<file path="config.mk">
export PLATFORM = sky130hd
export DESIGN_NAME = buffer_writer
export DESIGN_NICKNAME = d
export VERILOG_FILES = /design/src/rtl/buffer_writer_pkg.sv /design/src/rtl/buffer_writer_rect_scanner.sv /design/src/rtl/buffer_writer.sv
export SDC_FILE = /design/constraint.sdc
export NUM_CORES = 1
export LEC_CHECK = 0
export BUFFER_PORTS_ARGS = -buffer_cell sky130_fd_sc_hd__buf_2
export CAP_MARGIN = 15
export CORE_AREA = 2 2 79 81
export CTS_BUF_LIST = sky130_fd_sc_hd__clkbuf_8
export DETAILED_ROUTE_END_ITERATION = 8
export DIE_AREA = 0 0 81 83
export MAX_ROUTING_LAYER = met4
export PLACE_DENSITY = 0.65
export SLEW_MARGIN = 20
export SYNTH_ARGS = -nofsm -noshare
export SYNTH_HDL_FRONTEND = slang
export SYNTH_SLANG_ARGS = --single-unit
</file>
<file path="constraint.sdc">
create_clock -name clk -period 2.4 [get_ports clk]
set_clock_uncertainty 0.15 [all_clocks]
set_input_delay 0.12 -clock clk [delete_from_list [all_inputs] [get_ports clk]]
set_output_delay 0.12 -clock clk [all_outputs]
set_load 0.03 [all_outputs]
</file>
<file path="src/rtl/buffer_writer_pkg.sv">
// Shared definitions for the double-buffered frame-store write side:
// default raster geometry, FSM encoding and coordinate-width helper.
package buffer_writer_pkg;

    localparam int BW_WIDTH      = 40;
    localparam int BW_HEIGHT     = 30;
    localparam int BW_PIXEL_SIZE = 8;

    typedef enum logic [1:0] {
        BW_IDLE      = 2'd0,
        BW_FILL      = 2'd1,
        BW_SWAP_WAIT = 2'd2
    } bw_state_e;

    // A single-pixel dimension still needs a 1-bit coordinate bus.
    function automatic int coord_width(input int n);
        return (n > 1) ? $clog2(n) : 1;
    endfunction

endpackage

</file>
<file path="src/rtl/buffer_writer_rect_scanner.sv">
// Loadable raster counter for one rectangle fill: clips the far corner to the
// visible area, flags empty rectangles and reports the final pixel.
module rect_scanner
    import buffer_writer_pkg::*;
#(
    parameter int  WIDTH  = BW_WIDTH,
    parameter int  HEIGHT = BW_HEIGHT,
    localparam int XW     = coord_width(WIDTH),
    localparam int YW     = coord_width(HEIGHT)
) (
    input  logic          clk,
    input  logic          resetn,
    input  logic          load_i,
    input  logic          step_i,
    input  logic [XW-1:0] x0_i,
    input  logic [YW-1:0] y0_i,
    input  logic [XW-1:0] x1_i,
    input  logic [YW-1:0] y1_i,
    output logic          empty_o,
    output logic [XW-1:0] x_o,
    output logic [YW-1:0] y_o,
    output logic          done_o
);

    localparam logic [XW-1:0] XMAX = XW'(WIDTH - 1);
    localparam logic [YW-1:0] YMAX = YW'(HEIGHT - 1);

    logic [XW-1:0] x1c;
    logic [YW-1:0] y1c;

    logic [XW-1:0] x_q, x_d;
    logic [YW-1:0] y_q, y_d;
    logic [XW-1:0] x0_q, x0_d;
    logic [XW-1:0] x1c_q, x1c_d;
    logic [YW-1:0] y1c_q, y1c_d;

    always_comb begin
        x1c = (x1_i > XMAX) ? XMAX : x1_i;
        y1c = (y1_i > YMAX) ? YMAX : y1_i;
        empty_o = (x0_i > x1c) || (y0_i > y1c) ||
                  (32'(x0_i) >= 32'(WIDTH)) || (32'(y0_i) >= 32'(HEIGHT));
    end

    assign done_o = (x_q == x1c_q) && (y_q == y1c_q);
    assign x_o    = x_q;
    assign y_o    = y_q;

    // Counters never move past the clipped corner, so x_q+1 cannot overflow XW.
    always_comb begin
        x_d   = x_q;
        y_d   = y_q;
        x0_d  = x0_q;
        x1c_d = x1c_q;
        y1c_d = y1c_q;
        if (load_i) begin
            x_d   = x0_i;
            y_d   = y0_i;
            x0_d  = x0_i;
            x1c_d = x1c;
            y1c_d = y1c;
        end else if (step_i && !done_o) begin
            if (x_q == x1c_q) begin
                x_d = x0_q;
                y_d = y_q + YW'(1);
            end else begin
                x_d = x_q + XW'(1);
            end
        end
    end

    always_ff @(posedge clk or negedge resetn) begin
        if (!resetn) begin
            x_q   <= '0;
            y_q   <= '0;
            x0_q  <= '0;
            x1c_q <= '0;
            y1c_q <= '0;
        end else begin
            x_q   <= x_d;
            y_q   <= y_d;
            x0_q  <= x0_d;
            x1c_q <= x1c_d;
            y1c_q <= y1c_d;
        end
    end

endmodule

</file>
<file path="src/rtl/buffer_writer.sv">
// Write side of the double-buffered frame store: fills rectangles into the back
// buffer one pixel per cycle and flips buf_sel only on a scan-out frame_end.
module buffer_writer
    import buffer_writer_pkg::*;
#(
    parameter int  WIDTH      = BW_WIDTH,
    parameter int  HEIGHT     = BW_HEIGHT,
    parameter int  PIXEL_SIZE = BW_PIXEL_SIZE,
    localparam int XW         = coord_width(WIDTH),
    localparam int YW         = coord_width(HEIGHT)
) (
    input  logic                  clk,
    input  logic                  resetn,
    input  logic                  cmd_valid,
    output logic                  cmd_ready,
    input  logic [XW-1:0]         cmd_x0,
    input  logic [YW-1:0]         cmd_y0,
    input  logic [XW-1:0]         cmd_x1,
    input  logic [YW-1:0]         cmd_y1,
    input  logic [PIXEL_SIZE-1:0] cmd_color,
    input  logic                  cmd_last,
    input  logic                  frame_end,
    output logic                  wr_en,
    output logic                  wr_buf,
    output logic [XW-1:0]         wr_x,
    output logic [YW-1:0]         wr_y,
    output logic [PIXEL_SIZE-1:0] wr_data,
    output logic                  buf_sel,
    output logic                  busy
);

    bw_state_e             state_q, state_d;
    logic                  buf_sel_q, buf_sel_d;
    logic [PIXEL_SIZE-1:0] color_q, color_d;
    logic                  last_q, last_d;
    logic                  armed_q;

    logic                  accept;
    logic                  scan_load;
    logic                  scan_step;
    logic                  scan_empty;
    logic                  scan_done;

    rect_scanner #(
        .WIDTH  (WIDTH),
        .HEIGHT (HEIGHT)
    ) u_scanner (
        .clk     (clk),
        .resetn  (resetn),
        .load_i  (scan_load),
        .step_i  (scan_step),
        .x0_i    (cmd_x0),
        .y0_i    (cmd_y0),
        .x1_i    (cmd_x1),
        .y1_i    (cmd_y1),
        .empty_o (scan_empty),
        .x_o     (wr_x),
        .y_o     (wr_y),
        .done_o  (scan_done)
    );

    // armed_q holds cmd_ready low until the first edge after reset release.
    assign cmd_ready = armed_q && (state_q == BW_IDLE);
    assign accept    = cmd_valid && cmd_ready;
    assign wr_en     = (state_q == BW_FILL);
    assign busy      = (state_q == BW_FILL) || (state_q == BW_SWAP_WAIT);
    assign wr_buf    = ~buf_sel_q;
    assign wr_data   = color_q;
    assign buf_sel   = buf_sel_q;

    always_comb begin
        state_d   = state_q;
        buf_sel_d = buf_sel_q;
        color_d   = color_q;
        last_d    = last_q;
        scan_load = 1'b0;
        scan_step = 1'b0;
        unique case (state_q)
            BW_IDLE: begin
                if (accept) begin
                    color_d = cmd_color;
                    last_d  = cmd_last;
                    if (scan_empty) begin
                        state_d = cmd_last ? BW_SWAP_WAIT : BW_IDLE;
                    end else begin
                        scan_load = 1'b1;
                        state_d   = BW_FILL;
                    end
                end
            end
            BW_FILL: begin
                // frame_end is deliberately not looked at here, even on the final write.
                scan_step = 1'b1;
                if (scan_done) begin
                    state_d = last_q ? BW_SWAP_WAIT : BW_IDLE;
                end
            end
            BW_SWAP_WAIT: begin
                if (frame_end) begin
                    buf_sel_d = ~buf_sel_q;
                    state_d   = BW_IDLE;
                end
            end
            default: begin
                state_d = BW_IDLE;
            end
        endcase
    end

    always_ff @(posedge clk or negedge resetn) begin
        if (!resetn) begin
            state_q   <= BW_IDLE;
            buf_sel_q <= 1'b0;
            color_q   <= '0;
            last_q    <= 1'b0;
            armed_q   <= 1'b0;
        end else begin
            state_q   <= state_d;
            buf_sel_q <= buf_sel_d;
            color_q   <= color_d;
            last_q    <= last_d;
            armed_q   <= 1'b1;
        end
    end

endmodule
</file>
==> metrics.txt, run 1 <==
Rows 28; drt via density 4.81; Post-Route WL 5370 um; worst flop-to-flop path endpoint u_scanner.x_o[1]; Die Height 83 um; Initial Util 0.410; Seq/Total Area, Yosys 0.430; CP Cell Sequence dlygate4sd3_1 -> buf_2 -> ha_1 -> nand2_1 -> mux2i_1 -> a21oi_2 -> nor4_4 -> buf_6 -> mux2_2; initial antenna violation count 0; CTS Buf Count 5; Synth area leader dfrtp_1; # nets final 386; Syn Nets 280; ANT cells 0; Yosys reg bits 41; worst vdd ir 0.000621 V; Post-Synthesis Cell Area 0.00238 mm^2; count of different cell masters after synthesis 39; Placer Congestion 0.786; leak pwr 1.55 nW; largest net degree at the start of global routing 42; actual slew at the worst max-slew pin 0.890 ns; crit path kind input pin to flip-flop; DRC violations left 0; vias in the first global route 2055; CTS tree yes; Post-Synth Simple-Gate Area 0.126; DR vias 1975; Max transition margin 0.407; P&R area growth vs syn 38.7%; antenna-violating nets left 0; I/O pin count 59; Worst Hold End u_scanner.y1c_q[2]; Min Hold Slack 0.0194 ns; CTS clk-pin slew, worst paths 0.08 ns; Hold Path Class input pin to flip-flop; first-pass GRT wire length 9070 um; reg2reg path depth 6; Hold Crit Start cmd_y1[2]; CP Capture Type flip-flop; Compound-Gate Fraction of Synth Area 0.0961; clock latency on the worst-skew pair 0.29 ns; outcome finished, final reports clean; Post-Synth XOR/XNOR Area 0.0661; First-pass DRT Iterations 4; residual overflow from global routing 0; minimum clock period 2.29 ns; Clock Root Buffer clkbuf_8; hpwl dp 4090 um; number of fillers in the final layout 495; adder-cell share of the synthesized area 0.0840; Startpoint Class input pin; area share of the largest cell type after synthesis 0.430; final hold violation count 0; chip width 81 um; Worst Path Required 2.43 ns; clk sinks 41; post-synthesis mux area share 0.150; Hold Path Stages 3; CTS HTree Levels 2; fmax 436 MHz; critical path arrival 2.33 ns; Avg WL per Cell 13.1 um; Synth area leaders dfrtp_1 (43%), mux2_2 (10%), ha_1 (8.4%); crit path max-delay cell type dlygate4sd3_1; Pwr Density 1120 mW/mm^2; core region area 0.00582 mm^2; worst slack, placed -0.138 ns; Global Route Usage Sum 0.175; Ys Warns 0; CP bufs+invs 3; Critical Path Max Stage Delay 0.54 ns; layout cells sized above 1 0.354; Avg Inst Size Synth 10.4 um^2; CTS max path bufs 2; CP Max Fanout 9; # Max-Cap Violations 0; R2R Setup Slk 0.26 ns; DRT iter0 DRCs 114; combinational family with the most area after synthesis multiplexers; final setup fails 0; setup ws final 0.108 ns; delay-heaviest family, CP buffers and inverters; count of pins over their slew limit 0; Synth Instances 229; Die ar. 0.00672 mm^2; fin crit share 0.955; worst reg2reg path startpoint u_scanner.y_o[3]; Port Buf Inserts 58
## repair_timing
item,in CTS,in global routing
buffers inserted,0,2
hold buffers,23,0
gates resized for setup,0,6
setup endpoints to repair,0,19
hold endpoints to repair,68,0
## logic make-up (layout without fill, tap and decap cells)
logic type / after synthesis / after routing
and+or+nand+nor: 62 / 62
DFF: 41 / 41
AOI/OAI and AO/OA: 34 / 34
muxes: 33 / 33
buffers and inverters: 24 / 131
xor gates and xnor gates: 18 / 18
adders and majority gates: 16 / 16
other: 1 / 1
## worst max path at each step
stage                                     to  slack (ns)       from  cells past startpoint
after floorplan            u_scanner.x0_q[5]        0.15  cmd_x1[5]                      9
after global placement    u_scanner.x1c_q[5]       -0.05  cmd_x1[5]                     10
after detailed placement  u_scanner.x1c_q[5]       -0.14  cmd_x1[5]                     10
after CTS                   u_scanner.x_o[2]        0.03  cmd_x0[0]                     10
after global routing        u_scanner.x_o[2]       -0.02  cmd_y0[3]                      9
final                     u_scanner.y1c_q[0]        0.11  cmd_y0[3]                      9
## layout by cell type (no fill, tap or decap), drive strengths merged, types with 2 or more instances in the layout
cell type	instances
buf	83
dfrtp	41
nand2	23
mux2	22
dlygate4sd3	22
inv	18
xnor2	16
ha	16
nor2	13
o21ai	13
mux2i	11
nand3	9
nand4	6
a21oi	6
clkbuf	5
a21boi	3
nor4	3
nand2b	2
xor2	2
a221o	2
bufinv	2
or2	2
and3	2
## power breakdown
part | switching, mW | total [mW] | internal (mW)
Clock | 0.244 | 0.663 | 0.419
Sequential | 0.265 | 1.28 | 1.02
Combinational | 0.996 | 1.75 | 0.755
Total | 1.51 | 3.70 | 2.19
## stage by stage
stage | power [mW] | area, um^2 | std cells | setup TNS (ns) | util
floorplan | 2.49 | 2380 | 229 | 0 | -
global placement | 2.98 | 2910 | 379 | -0.335 | 0.501
detailed placement | 3.01 | 2910 | 379 | -1.76 | 0.501
CTS | 3.72 | 3280 | 410 | 0 | 0.564
global route | 3.99 | 3310 | 411 | -0.0768 | 0.569
finish | 3.70 | 3310 | 411 | 0 | 0.569
## state kept, by name, indices dropped and copies added (netlist names)
name / count
wr_data: 8
u_scanner.x0_q: 6
u_scanner.x1c_q: 6
u_scanner.x_o: 6
u_scanner.y1c_q: 5
u_scanner.y_o: 5
state_q: 2
armed_q: 1
buf_sel: 1
last_q: 1
## Yosys cell counts, drive strengths merged
master and number:
ha 16, a41o 1, clkbuf 3, a221o 2
o31ai 1, dfrtp 41, and3 2, nand2 23
conb 1, a221oi 1, nor2 13, nand3 9
xnor2 16, o311ai 1, nor2b 1, a31oi 1
a21boi 3, a21o 1, mux2i 11, inv 17
o32a 1, buf 4, nand2b 2, nor4 3
o31a 1, nand4 6, o41ai 1, o21ai 13
or2 2, xor2 2, and2 1, mux2 22
a211oi 1, a21oi 6
## metal layers
metal | GRT usage | part of all wire | up-vias | routed length, um
met5 | - | 0 | - | 0
met4 | 0.0508 | 0.0078 | 0 | 42
met3 | 0.0337 | 0.038 | 6 | 202
met2 | 0.277 | 0.49 | 41 | 2650
met1 | 0.227 | 0.46 | 918 | 2470
li1 | - | - | 1010 | -
## worst reg2reg max path, cell delays in order, from the launching register on
cell     delay, ns
dfrtp_1       0.44
xnor2_1       0.17
nand3_1       0.17
or2_1         0.29
and3_4        0.22
a221o_1       0.34
mux2_2        0.26
## area by class of cell
class	count	area, um^2	share of cell area
clock buffers	5	68.8	0.0208
clock inverters	3	68.8	0.0208
inverters	17	63.8	0.0193
multi-input cells	164	1260	0.381
flip-flops and latches	41	1030	0.310
well taps	75	93.8	0.0284
repair buffers	106	724	0.219
(Power assumes the default switching activity.)
==> run 2, diff against run 1 <==
Settings changed: RECOVER_POWER set to 25.
==> run 2 against run 1 <==
Clock power hardly changed. Power decreased by 1.2%. Design area shrank 0.79%. Largest cell class unchanged. Critical endpoint is now u_scanner.x_o[2]. Global-route usage is the same. Via count hardly changed. Sequential share of layout area grew 0.25 points. Critical path type unchanged.
==> metrics.txt, run 2 (synthesis results as in run 1) <==
most common cell after layout, fill and taps aside dfrtp_1; Post-Route WL 5350 um; First-pass DRT Iterations 4; reg2reg path depth 6; # Max-Cap Violations 0; I/O pin count 59; # nets final 386; Avg WL per Cell 13.0 um; CTS max path bufs 2; count of pins over their slew limit 0; CTS Buf Count 5; register area 0.00103 mm^2; final hold violation count 0; P&R area growth vs syn 37.6%; outcome finished, final reports clean; chip width 81 um; max reg flops 8; commonest cells after routing, fill and taps aside dfrtp_1 (41), buf_2 (35), nand2_1 (23), buf_4 (23); drt via density 4.81; Rows 28; Startpoint Class input pin; hpwl dp 4090 um; actual slew at the worst max-slew pin 0.991 ns; initial antenna violation count 0; final setup fails 0; Max transition margin 0.339; total power 3.65 mW; worst vdd ir 0.000612 V; DRT iter0 DRCs 104; multi-input logic area 0.00126 mm^2; Global Route Usage Sum 0.175; clock latency on the worst-skew pair 0.29 ns; largest net degree at the start of global routing 42; first-pass GRT wire length 9070 um; minimum clock period 2.29 ns; DR vias 1976; Placer Congestion 0.786; Die Height 83 um; DRC violations left 0; core region area 0.00582 mm^2; Hold Path Class input pin to flip-flop; CP Capture Type flip-flop; fmax 436 MHz; CTS clk-pin slew, worst paths 0.08 ns; Initial Util 0.410; Clock Root Buffer clkbuf_8; vias in the first global route 2055; antenna-violating nets left 0; Pwr Density 1110 mW/mm^2; Finished Core Util 0.564; CP Max Fanout 8; CTS tree yes; residual overflow from global routing 0; CTS HTree Levels 2; Worst Path Required 2.42 ns; clk sinks 41; ANT cells 0; Port Buf Inserts 58; number of fillers in the final layout 505; layout cells sized above 1 0.292; fin crit share 0.955; Die ar. 0.00672 mm^2; Hold Path Stages 3; crit path kind input pin to flip-flop; critical path arrival 2.32 ns; leak pwr 1.49 nW
[run 2: final cells by class]
cell class,count,share of cell area
clock inverter,3,0.0210
clock buffer,5,0.0210
inverter,17,0.0195
multi-input combinational,164,0.384
sequential,41,0.313
timing repair buffer,106,0.213
tap,75,0.0286
[run 2: power breakdown]
group	leakage [nW]	switching [mW]	total [mW]	internal, mW
combinational	0.943	0.997	1.70	0.708
clock	0.0687	0.245	0.663	0.419
sequential	0.483	0.269	1.29	1.02
total	1.49	1.51	3.65	2.14
[run 2: per-stage QoR]
step / area (um^2) / TNS, ns / hold WS, ns / instances / setup WS, ns
floorplan: 2380 / 0 / -0.326 / 229 / 0.152
global placement: 2910 / -0.335 / 0.151 / 379 / -0.0455
detailed placement: 2910 / -1.76 / 0.148 / 379 / -0.138
CTS: 3280 / 0 / 0.0131 / 410 / 0.0286
global route: 3280 / -0.0768 / 0.0243 / 411 / -0.0168
finish: 3280 / 0 / 0.0190 / 411 / 0.109
[run 2: what timing repair did]
action,in CTS,in global routing
hold buffers,23,0
hold endpoints to repair,68,0
setup endpoints to repair,0,19
setup buffers,0,2
gates resized for setup,0,6
[run 2: worst paths after layout]
path	startpoint	endpoint	slack, ns
max	cmd_y0[3]	u_scanner.x_o[2]	0.11
min	cmd_y1[2]	u_scanner.y1c_q[2]	0.02
max reg2reg	u_scanner.y_o[3]	u_scanner.x_o[1]	0.25
min reg2reg	buf_sel	buf_sel	0.36
max in group asynchronous	resetn	wr_data[2]	1.13
min in group asynchronous	resetn	wr_data[3]	0.37
[run 2: worst max-delay path: stages]
cell	delay, ns
dlygate4sd3_1	0.54
buf_2	0.15
ha_1	0.28
nand2_1	0.08
mux2i_1	0.21
a21oi_2	0.08
nor4_4	0.33
buf_6	0.19
mux2_2	0.33
[run 2: routing by layer]
layer  wire [um]  GRT usage
met1        2460      0.227
met2        2650      0.277
met3         204     0.0337
met4          42     0.0508
met5           0          -
==> run 3, diff against run 2 <==
Settings changed: REMOVE_ABC_BUFFERS set to 1.
==> run 3 against run 2 <==
Global-route usage grew 1.6 points. Design area increased by 1.3%. Register-to-register slack lost 0.03 ns. Power down 1.0%. Count of clock-buffer cells in the layout unchanged. Via count up 3.3%. Critical path type unchanged. Critical endpoint unchanged.
==> metrics.txt, run 3 (synthesis results as in run 1) <==
outcome finished, final reports clean; worst vdd ir 0.000575 V; # Max-Cap Violations 0; Worst Path Required 2.44 ns; Clock Root Buffer clkbuf_8; critical path arrival 2.31 ns; antenna-violating nets left 0; actual slew at the worst max-slew pin 1.03 ns; First-pass DRT Iterations 4; crit path max-delay cell type dlygate4sd3_1; count of pins over their slew limit 0; DR vias 2042; CTS tree yes; clk sinks 41; CP Cell Sequence dlygate4sd3_1 -> buf_2 -> ha_4 -> a21o_1 -> mux2i_1 -> a21oi_2 -> nor4_4 -> buf_4 -> mux2_2; CTS max path bufs 2; I/O pin count 59; most common cell after layout, fill and taps aside dfrtp_1; Placer Congestion 0.878; final instance area 0.00332 mm^2; leak pwr 1.50 nW; Avg WL per Cell 14.0 um; minimum clock period 2.27 ns; Startpoint Class input pin; initial antenna violation count 0; Die ar. 0.00672 mm^2; DRC violations left 0; commonest cells after routing, fill and taps aside dfrtp_1 (41), buf_2 (36), buf_4 (24); Rows 28; Max transition margin 0.315; core region area 0.00582 mm^2; final hold violation count 0; CP Max Fanout 4; Critical Path Max Stage Delay 0.53 ns; crit path kind input pin to flip-flop; P&R area growth vs syn 39.5%; fmax 441 MHz; largest net degree at the start of global routing 42; Initial Util 0.410; Finished Core Util 0.572; layout cells sized above 1 0.313; CTS Buf Count 5; final setup fails 0; vias in the first global route 2085; Port Buf Inserts 58; dpl cell area 0.00293 mm^2; Global Route Usage Sum 0.190; CTS HTree Levels 2; chip width 81 um; ANT cells 0; CP Capture Type flip-flop; max reg flops 8; clock latency on the worst-skew pair 0.30 ns; Hold Path Class input pin to flip-flop; first-pass GRT wire length 9740 um; Pwr Density 1090 mW/mm^2; residual overflow from global routing 0; Die Height 83 um; DRT iter0 DRCs 92; # nets final 389; CTS clk-pin slew, worst paths 0.08 ns; drt via density 4.93; hpwl dp 4220 um; Post-Route WL 5800 um; fin crit share 0.946
## run 3: cell count changes in the layout (fill, tap and decap cells not counted), moves of 2 or more
cell	delta
nor2_2	+2
ha_1	-3
mux2_2	-2
ha_4	+2
mux2_4	+2
nor2_1	-2
## run 3: worst paths after layout
kind                                       start                 end  slack, ns  cells past startpoint
max in group asynchronous                 resetn    u_scanner.x_o[0]       1.09                      2
worst min register to register           buf_sel             buf_sel       0.35                      1
worst min-delay path                   cmd_x1[0]  u_scanner.x1c_q[0]       0.01                      3
worst max-delay path                   cmd_y0[4]    u_scanner.x_o[2]       0.13                      9
min in group asynchronous                 resetn    u_scanner.y_o[1]       0.38                      2
worst max register to register  u_scanner.y_o[3]    u_scanner.x_o[1]       0.22                      6
## run 3: worst max-delay path, delay by kind of cell
family | cells | cell delay (ns)
multiplexers | 2 | 0.51
AND/OR/NAND/NOR | 1 | 0.26
adder cells (fa/ha/maj) | 1 | 0.24
buffers and inverters | 3 | 0.91
AO/OA/AOI/OAI | 2 | 0.26
## run 3: where the power goes
| group | internal, mW | leakage (nW) | switching, mW |
|---|---|---|---|
| combinational | 0.741 | 0.962 | 1.02 |
| sequential | 1.02 | 0.483 | 0.262 |
| clock | 0.312 | 0.0543 | 0.262 |
## run 3: layout make-up
cell class / count / area (um^2)
sequential: 41 / 1030
fill: 560 / 2490
tap: 75 / 93.8
multi-input combinational: 164 / 1300
timing repair buffer: 109 / 724
clock inverter: 3 / 46.3
clock buffer: 5 / 68.8
inverter: 17 / 63.8
## run 3: what timing repair did
item,in CTS,in global routing
hold endpoints to repair,70,0
resized for setup,0,15
setup endpoints to repair,0,25
hold buffers,24,0
buffers inserted,0,1
## run 3: per-stage QoR
stage | std cells | total power, mW | hold slack [ns] | setup TNS [ns] | setup WS, ns
6_report | 414 | 3.62 | 0.0109 | 0 | 0.130
5_1_grt | 414 | 3.88 | 0.0171 | -0.0213 | -0.0131
4_1_cts | 413 | 3.67 | 0.00231 | 0 | 0.0394
3_5_place_dp | 381 | 3.05 | 0.171 | -1.19 | -0.107
3_3_place_gp | 381 | 3.00 | 0.170 | -0.316 | -0.0450
2_1_floorplan | 222 | 2.48 | -0.326 | -36.19 | -1.33
## run 3: layer usage
layer  track usage  share of wire
met1         0.244           0.46
met2         0.304           0.49
met3        0.0370          0.033
met4        0.0570          0.016
met5             -              0
